### config.mk
export PLATFORM = sky130hd
export DESIGN_NAME = fc_layer_seq
export DESIGN_NICKNAME = d
export VERILOG_FILES = /design/src/rtl/fc_layer_seq.sv
export SDC_FILE = /design/constraint.sdc
export NUM_CORES = 1
export LEC_CHECK = 0
export BUFFER_PORTS_ARGS = -buffer_cell sky130_fd_sc_hd__buf_2
export CORE_MARGIN = 5
export CORE_UTILIZATION = 35
export DETAILED_ROUTE_END_ITERATION = 16
export PLACE_DENSITY = 0.63
export RECOVER_POWER = 100
export SLEW_MARGIN = 20
export SYNTH_ARGS = -nofsm -noshare
export SYNTH_HDL_FRONTEND = slang
export SYNTH_SLANG_ARGS = --single-unit
### constraint.sdc
create_clock -name clk -period 2.3 [get_ports clk]
set_clock_uncertainty 0.1 [all_clocks]
set_input_delay 0.46 -clock clk [delete_from_list [all_inputs] [get_ports clk]]
set_output_delay 0.46 -clock clk [all_outputs]
set_load 0.005 [all_outputs]
### src/rtl/fc_layer_seq.sv
// Phase sequencer for one fully-connected layer: counts ibuf writes, then
// runs control unit -> CIM tiles -> function unit and reports status.
module fc_layer_seq #(
  parameter int input_size   = 4096,
  parameter int busy_timeout = 64,
  parameter int cnt_width    = 16
) (
  input  logic                            clk,
  input  logic                            rst,
  input  logic                            i_ibuf_we,
  input  logic                            i_ctrl_busy,
  input  logic                            i_cim_busy,
  input  logic                            i_func_busy,
  input  logic                            i_next_busy,
  input  logic                            i_clr,
  output logic                            o_ctrl_start,
  output logic                            o_cim_start,
  output logic                            o_func_start,
  output logic                            o_ready,
  output logic                            o_busy,
  output logic                            o_done,
  output logic [2:0]                      o_state,
  output logic [$clog2(input_size+1)-1:0] o_wr_cnt,
  output logic [cnt_width-1:0]            o_pass_cnt,
  output logic                            o_err_overrun,
  output logic                            o_err_timeout
);
  localparam int WCW = $clog2(input_size+1);
  localparam int TW  = $clog2(busy_timeout+1);

  typedef enum logic [2:0] {
    FILL = 3'd0, S_CTRL = 3'd1, W_CTRL = 3'd2, S_CIM = 3'd3,
    W_CIM = 3'd4, W_NEXT = 3'd5, S_FUNC = 3'd6, W_FUNC = 3'd7
  } state_e;

  state_e               state_q, state_d;
  logic [WCW-1:0]       wr_cnt_q, wr_cnt_d;
  logic [cnt_width-1:0] pass_cnt_q, pass_cnt_d;
  logic [TW-1:0]        tmo_q, tmo_d;
  logic                 seen_q, seen_d;
  logic                 done_q, done_d;
  logic                 ovr_q, ovr_d;
  logic                 terr_q, terr_d;
  logic                 eng_busy, tmo_evt;

  always_comb begin
    case (state_q)
      W_CTRL:  eng_busy = i_ctrl_busy;
      W_CIM:   eng_busy = i_cim_busy;
      W_FUNC:  eng_busy = i_func_busy;
      default: eng_busy = 1'b0;
    endcase
  end

  always_comb begin
    state_d    = state_q;
    wr_cnt_d   = wr_cnt_q;
    pass_cnt_d = pass_cnt_q;
    tmo_d      = tmo_q;
    seen_d     = seen_q;
    done_d     = 1'b0;
    tmo_evt    = 1'b0;
    case (state_q)
      FILL: if (i_ibuf_we) begin
        wr_cnt_d = wr_cnt_q + WCW'(1);
        if (wr_cnt_q == WCW'(input_size - 1)) state_d = S_CTRL;
      end
      S_CTRL, S_CIM, S_FUNC: begin
        tmo_d  = '0;
        seen_d = 1'b0;
        state_d = (state_q == S_CTRL) ? W_CTRL :
                  (state_q == S_CIM)  ? W_CIM  : W_FUNC;
      end
      W_NEXT: if (!i_next_busy) state_d = S_FUNC;
      default: begin
        // Phase A waits (bounded) for busy to rise; phase B waits unbounded for it to fall.
        if (!seen_q) begin
          if (eng_busy) seen_d = 1'b1;
          else if (tmo_q == TW'(busy_timeout - 1)) begin
            tmo_evt  = 1'b1;
            state_d  = FILL;
            wr_cnt_d = '0;
          end else tmo_d = tmo_q + TW'(1);
        end else if (!eng_busy) begin
          seen_d = 1'b0;
          case (state_q)
            W_CTRL:  state_d = S_CIM;
            W_CIM:   state_d = W_NEXT;
            default: begin
              state_d    = FILL;
              done_d     = 1'b1;
              wr_cnt_d   = '0;
              pass_cnt_d = pass_cnt_q + cnt_width'(1);
            end
          endcase
        end
      end
    endcase
    // A new error event in the same cycle as i_clr keeps the flag set.
    ovr_d  = (ovr_q & ~i_clr) | (i_ibuf_we & (state_q != FILL));
    terr_d = (terr_q & ~i_clr) | tmo_evt;
  end

  always_ff @(posedge clk or negedge rst) begin
    if (!rst) begin
      state_q    <= FILL;
      wr_cnt_q   <= '0;
      pass_cnt_q <= '0;
      tmo_q      <= '0;
      seen_q     <= 1'b0;
      done_q     <= 1'b0;
      ovr_q      <= 1'b0;
      terr_q     <= 1'b0;
    end else begin
      state_q    <= state_d;
      wr_cnt_q   <= wr_cnt_d;
      pass_cnt_q <= pass_cnt_d;
      tmo_q      <= tmo_d;
      seen_q     <= seen_d;
      done_q     <= done_d;
      ovr_q      <= ovr_d;
      terr_q     <= terr_d;
    end
  end

  assign o_ctrl_start  = (state_q == S_CTRL);
  assign o_cim_start   = (state_q == S_CIM);
  assign o_func_start  = (state_q == S_FUNC);
  assign o_ready       = (state_q == FILL);
  assign o_busy        = (state_q != FILL);
  assign o_done        = done_q;
  assign o_state       = state_q;
  assign o_wr_cnt      = wr_cnt_q;
  assign o_pass_cnt    = pass_cnt_q;
  assign o_err_overrun = ovr_q;
  assign o_err_timeout = terr_q;
endmodule
==> results.md <==
- Placer Congestion: 0.881
- Max-slew violations: 0
- Register bit total from synthesis: between 40 and 50
- Sequential fraction of the synthesis area: 0.450
- Initial Util: 0.355
- Hold Path Class: in -> reg
- Seq. cell area: 1080 um2
- Die extent in x: between 90 and 100 um
- Hold endpoint: o_err_overrun
- Antenna Cells: 0
- Worst endpoint required time: around 1.7 ns
- Largest net degree at the start of global routing: 21
- Syn Nets: ~260
- DRC Markers: 0
- EDFF count, synth: 0
- TNS Setup: 0 ns
- Ys async rst share: 1.00
- Hold_sp: i_clr
- Most frequent cells in the layout: dfrtp_1 (41), buf_2 (26), clkbuf_1 (22), nand2_1 (21), nor2_1 (15)
- Worst slew margin: 0.457
- # setup viols final: 0
- Pint: 1.19 mW
- Die height: 92.6 um
- P_sw: 0.578 mW
- Total Routing Usage GR: 0.143
- Leakage: 1.29 nW
- F_max: 449 MHz
- Row count: 30
- Final Hold Fails: 0
- Post-Syn Area per Cell: 9.75 um2
- Crit. End Element: output port
- CTS sink cnt: 43
- Clock network power share: 0.293
- Commonest non-fill, non-tap cell in the layout: dfrtp_1
- Mapped Cells: between 200 and 250
- Arrival time at the worst endpoint: 1.67 ns
- Area growth syn-to-layout: 21.1%
- Via density per instance: 5.34
- Filler Cells Inserted: ~670
- Nets: 319
- H-tree lvl count: 2
- Iteration-0 DRC count of the detailed router: 153
- Vias in the first global route: 1,951
- RSZ-0062 raised after global routing: no
- CTS tree: yes
- Worst-Skew Late Latency: 0.31 ns
- Pwr dens: slightly above 600 nW/um2
- Layout cell share with drive strength beyond 1: 0.227
- Reg clk slew, reported paths: 0.10 ns
- Netlist Area Pre-Place: 2390 um2
- Status: complete, no violations
- Overflow after GRT: 0
- TritonRoute pass-1 iters: 4
- Core Area: 6720 um2
- Routed Wire Length: 5.93 mm
- Gate power share: 0.183
- Worst Max-Slew Pin Slew: 0.814 ns
- Worst vdd ir: 217 uV
- Drt wl/cell: 15.2 um
- Inserted Clock Buffers: 5
- Clock Tree Root: clkbuf_8
- Flop pwr share: 0.525
- Via count: ~2,100
- R2r endpoint: o_pass_cnt[3]
- Die area: between 8000 and 9000 um2
- Crit Path Class: reg -> out
- Top-level I/O count: between 40 and 50
- Antenna Nets Post-Route: 0
- Post-layout min period: between 2 and 2.5 ns
- Initial antenna violation count: 0
- Number of library cell types mapped by synthesis: 59
- R2R Setup Slk: 0.10 ns
- Tcrit/Tclk final: 0.968
- Area of the multi-input gates: 1230 um2
- Final WS setup: about 0.074 ns
- Startpoint Class: flop
- IO Port Bufs: 47
- Synth warn: 0
- Place WS: 0.0984 ns
- Post-detail-place hpwl: 4.27 mm
- Longest Clk Path Bufs: 2
- FF-to-FF Start: o_state[0]
- First-pass GRT wire length: 9.83 mm
- R2r worst-path depth: 7
- Switching part of the total: 0.327
- Hold_ws: 0.265 ns
- Max cap viols: 0
- Cell depth of the worst min-delay path: 2
- Critical Path Fanout Max: 18
- Ys flop type: dfrtp_1
==> layout make-up <==
class / count / area share
Inverter: 7 / 0.00909
Multi-Input combinational cell: 183 / 0.426
Clock inverter: 3 / 0.00822
Timing Repair Buffer: 68 / 0.125
Tap cell: 80 / 0.0346
Sequential cell: 43 / 0.373
Clock buffer: 5 / 0.0238
==> worst max-delay path by stage <==
stage                     startpoint            end  cells past startpoint
after floorplan             tmo_q[0]    o_wr_cnt[9]                      7
after global placement    i_cim_busy       tmo_q[4]                      8
after detailed placement  i_cim_busy    o_wr_cnt[7]                      8
after CTS                 o_state[1]        o_ready                      5
after global routing      o_state[0]  o_pass_cnt[3]                      7
final                     o_state[1]        o_ready                      5
==> flip-flops by register name, indices dropped and copies added, names as in the netlist, named ones only <==
signal and cells:
o_pass_cnt 16, tmo_q 7, o_err_timeout 1, o_state 2, o_wr_cnt 13, o_done 1, o_err_overrun 1, seen_q 1
==> power groups by stage <==
| stage | clock network [mW] | registers, mW | logic (mW) |
|---|---|---|---|
| after global placement | 0 | 0.942 | 0.329 |
| after global routing | 0.557 | 0.949 | 0.370 |
| after CTS | 0.526 | 0.929 | 0.338 |
| final | 0.517 | 0.928 | 0.323 |
| after detailed placement | 0 | 0.945 | 0.336 |
| after floorplan | 0 | 0.933 | 0.182 |
==> cell usage after synthesis (all sizes together), types with 2 or more instances <==
master,count,area share
nor3b,2,0.0063
or2,2,0.0052
xnor2,4,0.015
dfrtp,43,0.45
a21o,2,0.0063
o2bb2ai,4,0.015
nand2,21,0.033
a21boi,2,0.0063
o211ai,3,0.0094
or4b,2,0.0084
inv,7,0.011
nor4,2,0.0052
buf,8,0.018
xor2,12,0.044
a21oi,12,0.025
o21ai,7,0.015
a211o,2,0.0073
and4,3,0.012
a211oi,2,0.012
clkbuf,4,0.0063
or4,4,0.013
nor3,11,0.023
nand3,14,0.029
ha,3,0.016
nand4,8,0.024
nor2,15,0.024
and2,2,0.0052
and3,4,0.010
a32o,2,0.0084
o221a,2,0.0094
or3,5,0.013
nor2b,2,0.0052
a31oi,5,0.019
o31ai,9,0.030
==> metrics by stage <==
stage	cell area [um2]	util	total power, mW	instances
after floorplan	2390	-	1.12	245
after global placement	2790	0.415	1.27	376
after detailed placement	2790	0.415	1.28	376
after CTS	2890	0.430	1.79	385
after global routing	2890	0.430	1.88	389
final	2890	0.430	1.77	389
==> logic make-up (layout without fill, tap and decap cells) <==
kind of cell             after synthesis  in the layout  share of synthesized area
adder cells (fa/ha/maj)                3              3                     0.0157
AO/OA/AOI/OAI                         60             60                      0.197
buffers and inverters                 19             83                     0.0356
XOR/XNOR                              16             16                     0.0587
multiplexers                           2              2                    0.00891
flip-flops                            43             43                      0.450
AND/OR/NAND/NOR                      102            102                      0.234
==> worst max-delay path: stages, from the launching register on <==
cell and delay (ns):
dfrtp_2 0.42, buf_4 0.20, or3_4 0.39, inv_2 0.08, buf_4 0.15, buf_2 0.12
==> layer usage <==
| metal | global-route usage | wire, um | vias up |
|---|---|---|---|
| li1 | - | - | 1040 |
| met2 | 0.208 | 2740 | 44 |
| met4 | 0.0427 | 67 | 0 |
| met5 | 0 | 0 | - |
| met1 | 0.206 | 2850 | 986 |
| met3 | 0.0382 | 267 | 6 |
==> timing repair <==
action,4_1_cts,5_1_grt
gates resized for setup,1,3
hold buffers,1,0
setup endpoints to repair,1,3
hold endpoints to repair,13,0
buffers inserted,0,4
pin swaps,0,0
No activity file was read; power rests on OpenSTA's default activity.
